[src/rtl/rv_pkg.sv]
// Shared definitions for the RV32I/RV64I decode stage.
// Contents: major opcode encodings, NOP/EBREAK instruction words, decode-stage FSM
// state type and source-register usage helpers.
package rv_pkg;

  localparam logic [6:0] OP     = 7'h33;
  localparam logic [6:0] OP_IMM = 7'h13;
  localparam logic [6:0] LOAD   = 7'h03;
  localparam logic [6:0] STORE  = 7'h23;
  localparam logic [6:0] BRANCH = 7'h63;
  localparam logic [6:0] JAL    = 7'h6f;
  localparam logic [6:0] JALR   = 7'h67;
  localparam logic [6:0] LUI    = 7'h37;
  localparam logic [6:0] AUIPC  = 7'h17;
  localparam logic [6:0] SYSTEM = 7'h73;

  localparam logic [31:0] NOP    = 32'h0000_0013;
  localparam logic [31:0] EBREAK = 32'h0010_0073;

  typedef enum logic {StRun, StHalted} id_state_e;

  // U-type and JAL carry no rs1 field.
  function automatic logic rs1_used(input logic [6:0] opcode);
    return !(opcode == LUI || opcode == AUIPC || opcode == JAL);
  endfunction

  function automatic logic rs2_used(input logic [6:0] opcode);
    return (opcode == OP || opcode == STORE || opcode == BRANCH);
  endfunction

endpackage

[src/rtl/rv_id_stage_if.sv]
// Bus bundle between fetch, register file, forwarding sources, execute and the decode stage.
// Modports: master = environment (fetch/RF/EX side), slave = decode stage.
// With RV_ID_PERF_EN defined, adds stall_cnt/bubble_cnt performance counters.
interface rv_id_stage_if #(
  parameter int unsigned XLEN    = 32,
  parameter int unsigned NUM_FWD = 3
);
  logic                      in_valid;
  logic [31:0]               iw_in;
  logic [XLEN-1:0]           pc_in;
  logic [XLEN-1:0]           rs1_data;
  logic [XLEN-1:0]           rs2_data;
  logic [NUM_FWD-1:0]        df_en;
  logic [5*NUM_FWD-1:0]      df_reg;
  logic [XLEN*NUM_FWD-1:0]   df_data;
  logic                      df_ex_is_load;
  logic                      flush;
  logic                      resume;

  logic [4:0]                rs1_reg;
  logic [4:0]                rs2_reg;
  logic                      stall_out;
  logic                      halted;
  logic                      valid_out;
  logic                      wb_en_out;
  logic [4:0]                wb_reg_out;
  logic [XLEN-1:0]           pc_out;
  logic [31:0]               iw_out;
  logic [XLEN-1:0]           rs1_data_out;
  logic [XLEN-1:0]           rs2_data_out;
`ifdef RV_ID_PERF_EN
  logic [31:0]               stall_cnt;
  logic [31:0]               bubble_cnt;

  modport master (
    output in_valid, iw_in, pc_in, rs1_data, rs2_data, df_en, df_reg, df_data,
           df_ex_is_load, flush, resume,
    input  rs1_reg, rs2_reg, stall_out, halted, valid_out, wb_en_out, wb_reg_out,
           pc_out, iw_out, rs1_data_out, rs2_data_out, stall_cnt, bubble_cnt
  );
  modport slave (
    input  in_valid, iw_in, pc_in, rs1_data, rs2_data, df_en, df_reg, df_data,
           df_ex_is_load, flush, resume,
    output rs1_reg, rs2_reg, stall_out, halted, valid_out, wb_en_out, wb_reg_out,
           pc_out, iw_out, rs1_data_out, rs2_data_out, stall_cnt, bubble_cnt
  );
`else
  modport master (
    output in_valid, iw_in, pc_in, rs1_data, rs2_data, df_en, df_reg, df_data,
           df_ex_is_load, flush, resume,
    input  rs1_reg, rs2_reg, stall_out, halted, valid_out, wb_en_out, wb_reg_out,
           pc_out, iw_out, rs1_data_out, rs2_data_out
  );
  modport slave (
    input  in_valid, iw_in, pc_in, rs1_data, rs2_data, df_en, df_reg, df_data,
           df_ex_is_load, flush, resume,
    output rs1_reg, rs2_reg, stall_out, halted, valid_out, wb_en_out, wb_reg_out,
           pc_out, iw_out, rs1_data_out, rs2_data_out
  );
`endif
endinterface

[src/rtl/rv_fwd_mux.sv]
// Priority forwarding select for one source operand.
// Ports: reg_i source register, rf_data_i register-file data, df_en_i/df_reg_i/df_data_i
// per-slot writeback bundle (slot 0 highest priority), data_o resolved operand.
// x0 always resolves to zero regardless of any forwarding slot.
module rv_fwd_mux #(
  parameter int unsigned XLEN    = 32,
  parameter int unsigned NUM_FWD = 3
) (
  input  logic [4:0]              reg_i,
  input  logic [XLEN-1:0]         rf_data_i,
  input  logic [NUM_FWD-1:0]      df_en_i,
  input  logic [5*NUM_FWD-1:0]    df_reg_i,
  input  logic [XLEN*NUM_FWD-1:0] df_data_i,
  output logic [XLEN-1:0]         data_o
);

  always_comb begin
    data_o = rf_data_i;
    // Walk from lowest to highest priority so the lowest matching slot wins.
    for (int i = int'(NUM_FWD) - 1; i >= 0; i--) begin
      if (df_en_i[i] && (df_reg_i[5*i +: 5] == reg_i)) begin
        data_o = df_data_i[XLEN*i +: XLEN];
      end
    end
    if (reg_i == 5'd0) begin
      data_o = '0;
    end
  end

endmodule

[src/rtl/rv_id_stage.sv]
// RV32I/RV64I decode stage with ID/EX pipeline register, N-source operand forwarding,
// load-use stall and EBREAK halt FSM.
// Ports: clk (rising edge), reset (async, active-low), bus (rv_id_stage_if.slave):
//   fetch inputs in_valid/iw_in/pc_in, RF data, forwarding bundle df_*, flush, resume;
//   outputs RF read addresses, stall_out, halted and the registered EX-side fields.
// Optional: RV_ID_PERF_EN adds saturating stall_cnt/bubble_cnt counters.
module rv_id_stage
  import rv_pkg::*;
#(
  parameter int unsigned XLEN    = 32,
  parameter int unsigned NUM_FWD = 3
) (
  input  logic          clk,
  input  logic          reset,
  rv_id_stage_if.slave  bus
);

  logic [6:0]      opcode;
  logic [4:0]      rd;
  logic [4:0]      rs1, rs2;
  logic [XLEN-1:0] rs1_fwd, rs2_fwd;
  logic            src1_hit, src2_hit, load_use, is_ebreak;
  logic            stall, issue;

  id_state_e       state_q, state_d;
  logic [31:0]     iw_q, iw_d;
  logic [XLEN-1:0] pc_q, pc_d;
  logic [XLEN-1:0] rs1_data_q, rs1_data_d;
  logic [XLEN-1:0] rs2_data_q, rs2_data_d;
  logic            valid_q, valid_d;
  logic            wb_en_q, wb_en_d;
  logic [4:0]      wb_reg_q, wb_reg_d;

  assign opcode    = bus.iw_in[6:0];
  assign rd        = bus.iw_in[11:7];
  assign rs1       = bus.iw_in[19:15];
  assign rs2       = bus.iw_in[24:20];
  assign is_ebreak = (bus.iw_in == EBREAK);

  assign bus.rs1_reg = rs1;
  assign bus.rs2_reg = rs2;

  rv_fwd_mux #(.XLEN(XLEN), .NUM_FWD(NUM_FWD)) u_fwd_rs1 (
    .reg_i     (rs1),
    .rf_data_i (bus.rs1_data),
    .df_en_i   (bus.df_en),
    .df_reg_i  (bus.df_reg),
    .df_data_i (bus.df_data),
    .data_o    (rs1_fwd)
  );

  rv_fwd_mux #(.XLEN(XLEN), .NUM_FWD(NUM_FWD)) u_fwd_rs2 (
    .reg_i     (rs2),
    .rf_data_i (bus.rs2_data),
    .df_en_i   (bus.df_en),
    .df_reg_i  (bus.df_reg),
    .df_data_i (bus.df_data),
    .data_o    (rs2_fwd)
  );

  // Slot 0 holds a load whose data is not available until it reaches MEM.
  assign src1_hit = rs1_used(opcode) && (rs1 != 5'd0) && (rs1 == bus.df_reg[4:0]);
  assign src2_hit = rs2_used(opcode) && (rs2 != 5'd0) && (rs2 == bus.df_reg[4:0]);
  assign load_use = bus.in_valid && bus.df_en[0] && bus.df_ex_is_load && (src1_hit || src2_hit);

  // Priority: flush > halted (unless resuming) > load-use > normal.
  always_comb begin
    state_d = state_q;
    stall   = 1'b0;
    issue   = 1'b0;
    if (bus.flush) begin
      // Kill only; FSM keeps its state.
    end else if (state_q == StHalted && !bus.resume) begin
      stall = 1'b1;
    end else begin
      state_d = StRun;
      if (load_use) begin
        stall = 1'b1;
      end else if (bus.in_valid) begin
        if (is_ebreak) begin
          state_d = StHalted;
        end else begin
          issue = 1'b1;
        end
      end
    end
  end

  always_comb begin
    iw_d       = NOP;
    pc_d       = bus.pc_in;
    valid_d    = 1'b0;
    wb_en_d    = 1'b0;
    wb_reg_d   = 5'd0;
    rs1_data_d = '0;
    rs2_data_d = '0;
    if (issue) begin
      iw_d       = bus.iw_in;
      valid_d    = 1'b1;
      wb_en_d    = (opcode != STORE) && (opcode != BRANCH) && (rd != 5'd0);
      wb_reg_d   = rd;
      rs1_data_d = rs1_fwd;
      rs2_data_d = rs2_fwd;
    end
  end

  always_ff @(posedge clk or negedge reset) begin
    if (!reset) begin
      state_q    <= StRun;
      iw_q       <= NOP;
      pc_q       <= '0;
      valid_q    <= 1'b0;
      wb_en_q    <= 1'b0;
      wb_reg_q   <= 5'd0;
      rs1_data_q <= '0;
      rs2_data_q <= '0;
    end else begin
      state_q    <= state_d;
      iw_q       <= iw_d;
      pc_q       <= pc_d;
      valid_q    <= valid_d;
      wb_en_q    <= wb_en_d;
      wb_reg_q   <= wb_reg_d;
      rs1_data_q <= rs1_data_d;
      rs2_data_q <= rs2_data_d;
    end
  end

  // Stall is forced low while reset is held so fetch is not frozen by stale state.
  assign bus.stall_out    = stall && reset;
  assign bus.halted       = (state_q == StHalted);
  assign bus.valid_out    = valid_q;
  assign bus.wb_en_out    = wb_en_q;
  assign bus.wb_reg_out   = wb_reg_q;
  assign bus.pc_out       = pc_q;
  assign bus.iw_out       = iw_q;
  assign bus.rs1_data_out = rs1_data_q;
  assign bus.rs2_data_out = rs2_data_q;

`ifdef RV_ID_PERF_EN
  logic [31:0] stall_cnt_q, stall_cnt_d;
  logic [31:0] bubble_cnt_q, bubble_cnt_d;

  always_comb begin
    stall_cnt_d  = stall_cnt_q;
    bubble_cnt_d = bubble_cnt_q;
    if (stall && stall_cnt_q != 32'hFFFF_FFFF) begin
      stall_cnt_d = stall_cnt_q + 32'd1;
    end
    if (!issue && bubble_cnt_q != 32'hFFFF_FFFF) begin
      bubble_cnt_d = bubble_cnt_q + 32'd1;
    end
  end

  always_ff @(posedge clk or negedge reset) begin
    if (!reset) begin
      stall_cnt_q  <= 32'd0;
      bubble_cnt_q <= 32'd0;
    end else begin
      stall_cnt_q  <= stall_cnt_d;
      bubble_cnt_q <= bubble_cnt_d;
    end
  end

  assign bus.stall_cnt  = stall_cnt_q;
  assign bus.bubble_cnt = bubble_cnt_q;
`endif

endmodule
[src/flat_wrapper.sv]
// flat-port wrapper written by rule: the top's interface ports become plain ports
module rv_id_stage_flat import rv_pkg::*;
#(
  parameter int unsigned XLEN    = 32,
  parameter int unsigned NUM_FWD = 3
)
  (clk, reset, bus_in_valid, bus_iw_in, bus_pc_in, bus_rs1_data, bus_rs2_data, bus_df_en, bus_df_reg, bus_df_data, bus_df_ex_is_load, bus_flush, bus_resume, bus_rs1_reg, bus_rs2_reg, bus_stall_out, bus_halted, bus_valid_out, bus_wb_en_out, bus_wb_reg_out, bus_pc_out, bus_iw_out, bus_rs1_data_out, bus_rs2_data_out);
  rv_id_stage_if #(.XLEN(XLEN), .NUM_FWD(NUM_FWD)) bus_i ();
  input  logic clk;
  input  logic reset;
  input wire logic [$bits(bus_i.in_valid)-1:0] bus_in_valid;
  input wire logic [$bits(bus_i.iw_in)-1:0] bus_iw_in;
  input wire logic [$bits(bus_i.pc_in)-1:0] bus_pc_in;
  input wire logic [$bits(bus_i.rs1_data)-1:0] bus_rs1_data;
  input wire logic [$bits(bus_i.rs2_data)-1:0] bus_rs2_data;
  input wire logic [$bits(bus_i.df_en)-1:0] bus_df_en;
  input wire logic [$bits(bus_i.df_reg)-1:0] bus_df_reg;
  input wire logic [$bits(bus_i.df_data)-1:0] bus_df_data;
  input wire logic [$bits(bus_i.df_ex_is_load)-1:0] bus_df_ex_is_load;
  input wire logic [$bits(bus_i.flush)-1:0] bus_flush;
  input wire logic [$bits(bus_i.resume)-1:0] bus_resume;
  output wire logic [$bits(bus_i.rs1_reg)-1:0] bus_rs1_reg;
  output wire logic [$bits(bus_i.rs2_reg)-1:0] bus_rs2_reg;
  output wire logic [$bits(bus_i.stall_out)-1:0] bus_stall_out;
  output wire logic [$bits(bus_i.halted)-1:0] bus_halted;
  output wire logic [$bits(bus_i.valid_out)-1:0] bus_valid_out;
  output wire logic [$bits(bus_i.wb_en_out)-1:0] bus_wb_en_out;
  output wire logic [$bits(bus_i.wb_reg_out)-1:0] bus_wb_reg_out;
  output wire logic [$bits(bus_i.pc_out)-1:0] bus_pc_out;
  output wire logic [$bits(bus_i.iw_out)-1:0] bus_iw_out;
  output wire logic [$bits(bus_i.rs1_data_out)-1:0] bus_rs1_data_out;
  output wire logic [$bits(bus_i.rs2_data_out)-1:0] bus_rs2_data_out;
  assign bus_i.in_valid = bus_in_valid;
  assign bus_i.iw_in = bus_iw_in;
  assign bus_i.pc_in = bus_pc_in;
  assign bus_i.rs1_data = bus_rs1_data;
  assign bus_i.rs2_data = bus_rs2_data;
  assign bus_i.df_en = bus_df_en;
  assign bus_i.df_reg = bus_df_reg;
  assign bus_i.df_data = bus_df_data;
  assign bus_i.df_ex_is_load = bus_df_ex_is_load;
  assign bus_i.flush = bus_flush;
  assign bus_i.resume = bus_resume;
  assign bus_rs1_reg = bus_i.rs1_reg;
  assign bus_rs2_reg = bus_i.rs2_reg;
  assign bus_stall_out = bus_i.stall_out;
  assign bus_halted = bus_i.halted;
  assign bus_valid_out = bus_i.valid_out;
  assign bus_wb_en_out = bus_i.wb_en_out;
  assign bus_wb_reg_out = bus_i.wb_reg_out;
  assign bus_pc_out = bus_i.pc_out;
  assign bus_iw_out = bus_i.iw_out;
  assign bus_rs1_data_out = bus_i.rs1_data_out;
  assign bus_rs2_data_out = bus_i.rs2_data_out;
  rv_id_stage #(.XLEN(XLEN), .NUM_FWD(NUM_FWD)) u_core (.clk(clk), .reset(reset), .bus(bus_i));
endmodule
[config.mk]
export PLATFORM = sky130hd
export DESIGN_NAME = rv_id_stage_flat
export DESIGN_NICKNAME = d
export VERILOG_FILES = /design/src/rtl/rv_pkg.sv /design/src/rtl/rv_id_stage_if.sv /design/src/rtl/rv_fwd_mux.sv /design/src/rtl/rv_id_stage.sv /design/src/flat_wrapper.sv
export SDC_FILE = /design/constraint.sdc
export NUM_CORES = 1
export LEC_CHECK = 0
export ABC_AREA = 1
export CAP_MARGIN = 5
export CORE_AREA = 2 2 152 154
export DETAILED_ROUTE_END_ITERATION = 10
export DIE_AREA = 0 0 154 156
export PLACE_DENSITY = 0.7
export SLEW_MARGIN = 40
export SYNTH_ARGS = -nofsm -noshare
export SYNTH_HDL_FRONTEND = slang
export SYNTH_SLANG_ARGS = --single-unit
[constraint.sdc]
create_clock -name clk -period 2.6 [get_ports clk]
set_clock_uncertainty 0.05 [all_clocks]
set_input_delay 0.65 -clock clk [delete_from_list [all_inputs] [get_ports clk]]
set_output_delay 0.65 -clock clk [all_outputs]
set_load 0.01 [all_outputs]
# Word level (Yosys, flattened, before mapping)
# Index checks and enable logic that the tools add are counted.
[word_totals]
ram_bits = 0
regBits = 136
mem_bits_ro = 0
wordCells = 82
latch_bits = 0
n_memories = 0
out_inout_bits = 147
input_bits = 248
[classes]
n_eq_ne = 17
order_cmp = 0
n_div = 0
reduce_logical = 30
shifts = 0
muxes = 25
add_sub_neg = 0
bitwise_logic = 2
multipliers = 0
[op_table]
columns = ["operator", "count"]
rows = [
  ["$mux 32", 11],
  ["$eq 5x5->1", 8],
  ["$eq 32x21->1 const B", 1],
  ["$eq 7x6->1 const B", 3],
  ["$logic_and 1x1->1", 17],
  ["$reduce_bool 5->1", 3],
  ["$eq 7x7->1 const B", 2],
  ["$mux 1", 13],
  ["$logic_not 5->1", 2],
  ["$eq 7x5->1 const B", 1],
  ["$ne 7x6->1 const B", 1],
  ["$ne 7x7->1 const B", 1],
  ["$logic_or 1x1->1", 5],
  ["$mux 5", 1],
  ["$logic_not 1->1", 2],
  ["$not 1->1", 2],
  ["$reduce_and 2->1", 1],
]

# Longest topological paths before layout
# Gate-level depths: netlist (run 1).
[depth]
ltp_word = 12
mapped_depth = 12
ltp_nobuf = 12

# Hierarchy
# Synthesis (run 1) repeated with hierarchy kept, for this count alone.
[unflattened]
hier_cells = 1264
hier_area_um2 = 8792.2
[modules_own_cells]
columns = ["mod", "seq_area_each_um2", "instances", "cells_each", "area_per_inst_um2"]
rows = [
  ["rv_id_stage", 3281.9, 1, 422, 4605.7],
  ["rv_fwd_mux", 0.0, 2, 421, 2093.3],
]

# Least setup slack after synthesis (run 1)
# No wires, ideal clock.
[synth_timing]
kind = "input port to output port"
from = "in bus_iw_in[18]"
to = "out bus_stall_out"
stages = 9
n_path_buf = 0
required_ps = 1900
setup_slack_ps = 491
t_arrival_ps = 1409
cell_sequence = "inv_2 > nand2_1 > nand2_1 > nand3_2 > nor2_1 > nand2_1 > nand2_1 > nand2_1 > a21oi_1"
[synth_via]
elab_chain_len = 9
elab_cells_between_ends = 10
classes_between = "eq/ne: 1; mux: 3; reduce/logical: 6"
[synth_lines]
columns = ["element", "line_no", "text"]
rows = [
  ["start, declared", "flat_wrapper.sv:12", "input wire logic [$bits(bus_i.iw_in)-1:0] bus_iw_in;"],
  ["$reduce_bool 5->1", "rv_id_stage.sv:62", "assign src1_hit = rs1_used(opcode) && (rs1 != 5'd0) && (rs1 == bus.df_reg[4:0]);"],
  ["$logic_and 1x1->1", "rv_id_stage.sv:62", ""],
  ["$logic_and 1x1->1 (*)", "rv_id_stage.sv:62", ""],
  ["$logic_or 1x1->1 (*)", "rv_id_stage.sv:64", "assign load_use = bus.in_valid && bus.df_en[0] && bus.df_ex_is_load && (src1_hit || src2_hit);"],
  ["$logic_and 1x1->1 (*)", "rv_id_stage.sv:64", ""],
  ["$mux 1 (*)", "rv_id_stage.sv:77", "if (load_use) begin"],
  ["$mux 1 (*)", "rv_id_stage.sv:73", "end else if (state_q == StHalted && !bus.resume) begin"],
  ["$mux 1 (*)", "rv_id_stage.sv:71", "if (bus.flush) begin"],
  ["$logic_and 1x1->1 (*)", "rv_id_stage.sv:130", "assign bus.stall_out = stall && reset;"],
  ["end, declared", "flat_wrapper.sv:24", "output wire logic [$bits(bus_i.stall_out)-1:0] bus_stall_out;"],
]
# Every way passes the cells marked *; elsewhere a longest branch is shown, timed or not.

# Final worst setup path (run 1)
[layout_timing]
from = "in bus_iw_in[23]"
to = "out bus_stall_out"
[layout_via]
elab_chain_len = 9
elab_cells_between_ends = 10
classes_between = "eq/ne: 1; mux: 3; reduce/logical: 6"
[layout_lines]
columns = ["element", "line_no", "text"]
rows = [
  ["$reduce_bool 5->1", "rv_id_stage.sv:63", "assign src2_hit = rs2_used(opcode) && (rs2 != 5'd0) && (rs2 == bus.df_reg[4:0]);"],
  ["$logic_and 1x1->1", "rv_id_stage.sv:63", ""],
  ["$logic_and 1x1->1 (*)", "rv_id_stage.sv:63", ""],
  ["$logic_or 1x1->1 (*)", "rv_id_stage.sv:64", ""],
  ["$logic_and 1x1->1 (*)", "rv_id_stage.sv:64", ""],
  ["$mux 1 (*)", "rv_id_stage.sv:77", ""],
  ["$mux 1 (*)", "rv_id_stage.sv:73", ""],
  ["$mux 1 (*)", "rv_id_stage.sv:71", ""],
  ["$logic_and 1x1->1 (*)", "rv_id_stage.sv:130", ""],
]
# Marked as above.

==> run_results.csv, run 1 <==
group,metric,value,unit
yosys,synth_xor_area_share,0.228,%
worst_setup_path,startpoint_type,"input port",
sta,postLayoutSetupSlackWorst,98.0,ps
sta,worst_pin_slew,615,ps
sta,fin_crit,2500,ps
placed_design,gp_congestion,0.928,
status,outcome,"finished clean",
floorplan,core,0.0224,sq mm
placed_design,port_buffers,394,
cells_and_area,num-nets-final,1891,
yosys,synth.avg_cell_area,6.38,sq um
min_path,hold_class,"input port to async pin",
power,power_density,451,mW/mm^2
clock_network,clock-sinks,131,
yosys,synth.distinct_cells,28,
worst_setup_path,crit_fanout,2,
floorplan,num_rows,55,
worst_setup_path,critPathArrivalTime,1800,ps
global_route,grt_max_degree,67,
run,drv_cap,0,
yosys,synth_cells,1204,
yosys,syn_area,0.00769,sq mm
yosys,synth_fa_ha_area_share,0,%
global_route,track_usage,26.4,%
clock_network,clk_pin_slew_worst_paths,70,ps
yosys,synth_top_family_by_area,"simple AND/OR/NAND/NOR gates",
yosys,synthSimpleGateAreaFrac,41.0,%
yosys,synth.area.top_cells,"dfrtp_1, nand2_1, nor2_1",
cells_and_area,drive_gt1_share,10.2,%
global_route,gr-total-overflow,0,
yosys,synth-compound-area-share,0.667,%
yosys,synth.largest_area_cell,"dfrtp_1",
yosys,yosysSeqAreaShare,42.7,%
sta,setup_tns,0,ps
placed_design,place_ws,-613,ps
clock_network,clock_path_buffers,2,
floorplan,pin_count,395,
global_route,grt_pass1_wl,48600,um
cells_and_area,final_common_cell,"clkdlybuf4s50_1",
sta,finalSetupViolCount,0,
yosys,synthMuxAreaShare,0,%
drt,first_pass_iters,5,
cells_and_area,area_delta_synth_final,72.9,%
yosys,synth_top_area_share,41.7,%
sta,maxSlewViolCount,0,
sta,hold_viol_final,0,
yosys,ys_ff_latch,131,
floorplan,die_h,156,um
clock_network,cts_tree,"built",
power,leakage,7.06,nW
drt,avgViaCountPerCell,4.62,
drt,via_count,8977,
global_route,antenna_found_initial,4,
drt,ant_nets,0,
sta,max_freq,400,MHz
drt,route.detailed.drc,0,
worst_setup_path,cp-end-kind,"output pin",
drt,drt_iter0_drc,476,
floorplan,die_w,154,um
power,worst_ir_drop_vdd,0.290,mV
sta,finalCritPeriodShare,96.2,%
cells_and_area,final_cell_mix,"clkdlybuf4s50_1, nand2_1, nor2_1",
drt,drt_wl_total,32000,um
placed_design,detailed_place_hpwl,24800,um
clock_network,cts_root_buf,"clkbuf_16",
worst_setup_path,required,1900,ps
clock_network,cts_buffers,17,
clock_network,htree_levels,4,
yosys,yosysWarnings,0,
floorplan,initial_utilization,34.4,%
sta,slew_headroom,59.0,%
floorplan,die-area,0.0240,sq mm
worst_setup_path,path_class,"input port to output pin",
global_route,grt_pass1_vias,8842,
yosys,synth_nets,1452,
drt,wl_per_cell,16.4,um
clock_network,clkLatencyLatePin,410,ps
-- worst max-delay path, cell delays in order --
cell and delay (ps):
dlygate4sd2_1 260, buf_4 140, nand2_1 50, nand2_1 50, nor2_2 150, nand3_1 90, nand2_1 70, nand2_2 60
a21oi_2 130, buf_2 140
-- registers in the layout, indices dropped and copies added (netlist names) --
name / flops
u_core.bus.iw_out: 32
u_core.bus.pc_out: 32
u_core.bus.rs1_data_out: 32
u_core.bus.rs2_data_out: 32
u_core.bus.halted: 1
u_core.bus.valid_out: 1
u_core.bus.wb_en_out: 1
-- timing repair --
action | in CTS | in global routing
setup buffers | 1 | 0
pin swaps | 8 | 4
hold buffers | 0 | 0
endpoints found under the setup margin | 3 | 1
resized for setup | 35 | 18
-- through the flow --
step / cells / hold WS [ps] / power (mW) / util (%) / cell area [sq um]
after global placement: 1908 / 474 / 3.59 / 56.6 / 12700
after global routing: 1944 / 118 / 6.27 / 59.4 / 13300
after CTS: 1941 / 115 / 6.06 / 59.3 / 13300
after floorplan: 1204 / 304 / 2.68 / - / 7690
after detailed placement: 1908 / 485 / 3.60 / 56.6 / 12700
final: 1945 / 134 / 5.99 / 59.4 / 13300
-- synthesized netlist by cell type (all sizes together) --
cell and instances:
xor2 1, dfrtp 128, nand4 1, xnor2 1, nor3 3, nand3 147, inv 218, clkinv 1
a21oi 5, clkbuf 17, buf 49, a22o 1, nor2 259, o21ai 2, nand3b 2, nand2 364
dfstp 3, and3 1, o31ai 1
-- final cells by class --
| type | instances | area [sq um] |
|---|---|---|
| diodes | 4 | 10.0 |
| multi-input cells | 788 | 3300 |
| well taps | 285 | 357 |
| flip-flops and latches | 131 | 3280 |
| repair buffers | 486 | 4910 |
| fillers | 2041 | 9080 |
| clock inverters | 15 | 185 |
| clock buffers | 17 | 425 |
| inverters | 219 | 822 |
-- path summary, 6_finish.rpt --
kind	startpoint	endpoint	slack, ps	cells after the start
worst min register to register	u_core.bus.halted	u_core.bus.halted	500	2
min in group clk	bus_iw_in[16]	u_core.bus.iw_out[16]	470	3
worst min-delay path	reset	u_core.bus.pc_out[6]	130	2
max in group asynchronous	reset	u_core.bus.pc_out[10]	1570	3
worst max register to register	u_core.bus.halted	u_core.bus.rs2_data_out[30]	1010	6
worst max-delay path	bus_iw_in[23]	bus_stall_out	100	10
-- cells by family after synthesis --
| family | Yosys count |
|---|---|
| buffers and inverters | 285 |
| AOI/OAI and AO/OA | 9 |
| DFF | 131 |
| and+or+nand+nor | 777 |
| xor gates and xnor gates | 2 |
-- power by group --
| group | internal [mW] | switching, mW |
|---|---|---|
| clock | 1.31 | 1.13 |
| combinational | 0.741 | 0.649 |
| sequential | 2.13 | 0.0312 |
| total | 4.18 | 1.81 |
-- layer usage --
metal  share of wire, %  global-route usage, %  vias up
met1                 40                   30.8     4077
met3                7.6                   6.06       76
met2                 49                   46.4      418
met4                3.9                   11.7        0
met5                  0                      0        -
li1                   -                      -     4406
No activity file was read; power rests on OpenSTA's default activity.
==> run 2: changes to the inputs <==
--- a/config.mk
+++ b/config.mk
@@ -7,10 +7,10 @@
 export LEC_CHECK = 0
 export ABC_AREA = 1
 export CAP_MARGIN = 5
-export CORE_AREA = 2 2 152 154
+export CORE_MARGIN = 10
+export CORE_UTILIZATION = 44
 export DETAILED_ROUTE_END_ITERATION = 10
-export DIE_AREA = 0 0 154 156
-export PLACE_DENSITY = 0.7
+export PLACE_DENSITY = 0.87
 export SLEW_MARGIN = 40
 export SYNTH_ARGS = -nofsm -noshare
 export SYNTH_HDL_FRONTEND = slang
==> run_results.csv, run 2 (synthesized netlist as in run 1, its figures left out) <==
group,metric,value,unit
floorplan,pin_count,395,
sta,max_freq,389,MHz
sta,fin_crit,2570,ps
global_route,gr-total-overflow,0,
sta,finalSetupViolCount,0,
drt,wl_per_cell,19.2,um
floorplan,die_w,152,um
cells_and_area,final_common_cell,"clkdlybuf4s50_1",
worst_setup_path,critPathArrivalTime,2840,ps
sta,rsz0062_at_grt,"no",
drt,route.detailed.drc,0,
cells_and_area,num-nets-final,1890,
status,outcome,"finished clean",
run,drv_cap,0,
worst_setup_path,path_class,"input port to flip-flop",
cells_and_area,final_cell_mix,"clkdlybuf4s50_1, nand2_1, nor2_1",
drt,avgViaCountPerCell,5.06,
cells_and_area,instances_no_fill,1881,
cells_and_area,n_fill_cell,1252,
clock_network,clk_pin_slew_worst_paths,70,ps
sta,maxSlewViolCount,0,
min_path,hold_class,"input port to async pin",
floorplan,initial_utilization,44.6,%
power,total_power,5.95,mW
cells_and_area,drive_gt1_share,10.3,%
worst_setup_path,startpoint_type,"input port",
placed_design,detailed_place_hpwl,26900,um
sta,finalCritPeriodShare,98.8,%
placed_design,placed_area,0.0123,sq mm
clock_network,htree_levels,4,
floorplan,die-area,0.0232,sq mm
clock_network,cts_buffers,17,
global_route,grt_pass1_vias,9462,
placed_design,gp_congestion,0.986,
power,leakage,7.04,nW
global_route,antenna_found_initial,1,
floorplan,num_rows,48,
floorplan,die_h,152,um
global_route,grt_max_degree,132,
worst_setup_path,required,2870,ps
drt,via_count,9510,
clock_network,cts_tree,"built",
global_route,track_usage,29.4,%
cells_and_area,area_delta_synth_final,71.4,%
global_route,grt_pass1_wl,54400,um
drt,drt_wl_total,36100,um
drt,first_pass_iters,6,
placed_design,port_buffers,394,
sta,hold_viol_final,0,
placed_design,dp.cells,1826,
floorplan,core,0.0172,sq mm
drt,drt_iter0_drc,784,
cells_and_area,fin_area,0.0132,sq mm
clock_network,clock-sinks,131,
cells_and_area,post-route-util,76.4,%
worst_setup_path,cp-end-kind,"flip-flop",
drt,ant_nets,0,
sta,slew_headroom,50.3,%
sta,worst_pin_slew,745,ps
power,worst_ir_drop_vdd,0.468,mV
sta,whs,255,ps
clock_network,cts_root_buf,"clkbuf_16",
clock_network,clock_path_buffers,2,
clock_network,clkLatencyLatePin,420,ps
worst_setup_path,crit_fanout,8,
power,power_density,451,mW/mm^2
==> run 2: changes by cell type in the layout (fill, tap and decap cells not counted), sizes merged <==
cell,change
dlygate4sd2,-5
buf,-4
clkbuf,+5
clkinvlp,+1
clkdlybuf4s15,+3
inv,+1
clkinv,-2
diode,-3
==> run 2: metrics by stage <==
| step | setup slack, ps | setup TNS, ps |
|---|---|---|
| 6_report | 31.7 | 0 |
| 3_3_place_gp | -675 | -1340 |
| 2_1_floorplan | 491 | 0 |
| 3_5_place_dp | -690 | -2950 |
| 5_1_grt | 2.90 | 0 |
| 4_1_cts | 24.1 | 0 |
==> run 2: routing by layer <==
layer / share of wire, % / track usage [%] / vias up
li1: - / - / 4404
met1: 37 / 34.1 / 4345
met2: 49 / 50.4 / 664
met3: 10 / 8.58 / 97
met4: 3.5 / 10.2 / 0
met5: 0 / 0 / -
==> run 2: final cells by class <==
type	instances	area (sq um)	area share (%)
timing repair buffer	485	4900	37.2
multi-input combinational	788	3300	25.0
sequential	131	3280	24.9
inverter	219	822	6.24
clock buffer	17	425	3.23
tap	225	282	2.14
clock inverter	15	159	1.21
antenna	1	2.50	0.0190
==> run 2: critical path, cell delays in order <==
cell and delay (ps):
clkdlybuf4s15_1 210, inv_1 70, nand2_1 40, nand2_1 70
nor2_2 50, buf_4 120, buf_4 120, buf_4 120
buf_4 120, buf_4 120, buf_4 120, buf_4 120
nand3b_1 140, nor2_4 60, buf_12 140, buf_12 120
clkbuf_16 160, nor2_2 110, nand2_1 60, nand2_1 50
nor2_1 40
==> run 2: report_power, final <==
group | total, mW | switching (mW) | internal (mW) | leakage, nW
combinational | 1.42 | 0.672 | 0.747 | 5.06
sequential | 2.16 | 0.0315 | 2.13 | 1.70
clock | 2.36 | 1.08 | 1.28 | 0.282
total | 5.95 | 1.78 | 4.16 | 7.04
==> run 2: path summary, 6_finish.rpt <==
path / from / cells after the start / end / slack, ps
max in group asynchronous: reset / 2 / u_core.bus.rs2_data_out[14] / 1670
worst min-delay path: reset / 2 / u_core.bus.iw_out[5] / 260
min in group clk: bus_iw_in[1] / 3 / u_core.bus.iw_out[1] / 450
worst max-delay path: bus_df_reg[4] / 21 / u_core.bus.rs2_data_out[6] / 30
worst min register to register: u_core.bus.halted / 2 / u_core.bus.halted / 610
worst max register to register: u_core.bus.halted / 7 / u_core.bus.rs1_data_out[7] / 890
==> run 2: what timing repair did <==
action | in CTS | in global routing
resized for setup | 32 | 30
setup endpoints to repair | 5 | 30
setup buffers | 12 | 5
hold buffers | 0 | 0
gates cloned | 0 | 5
pin swaps | 8 | 11
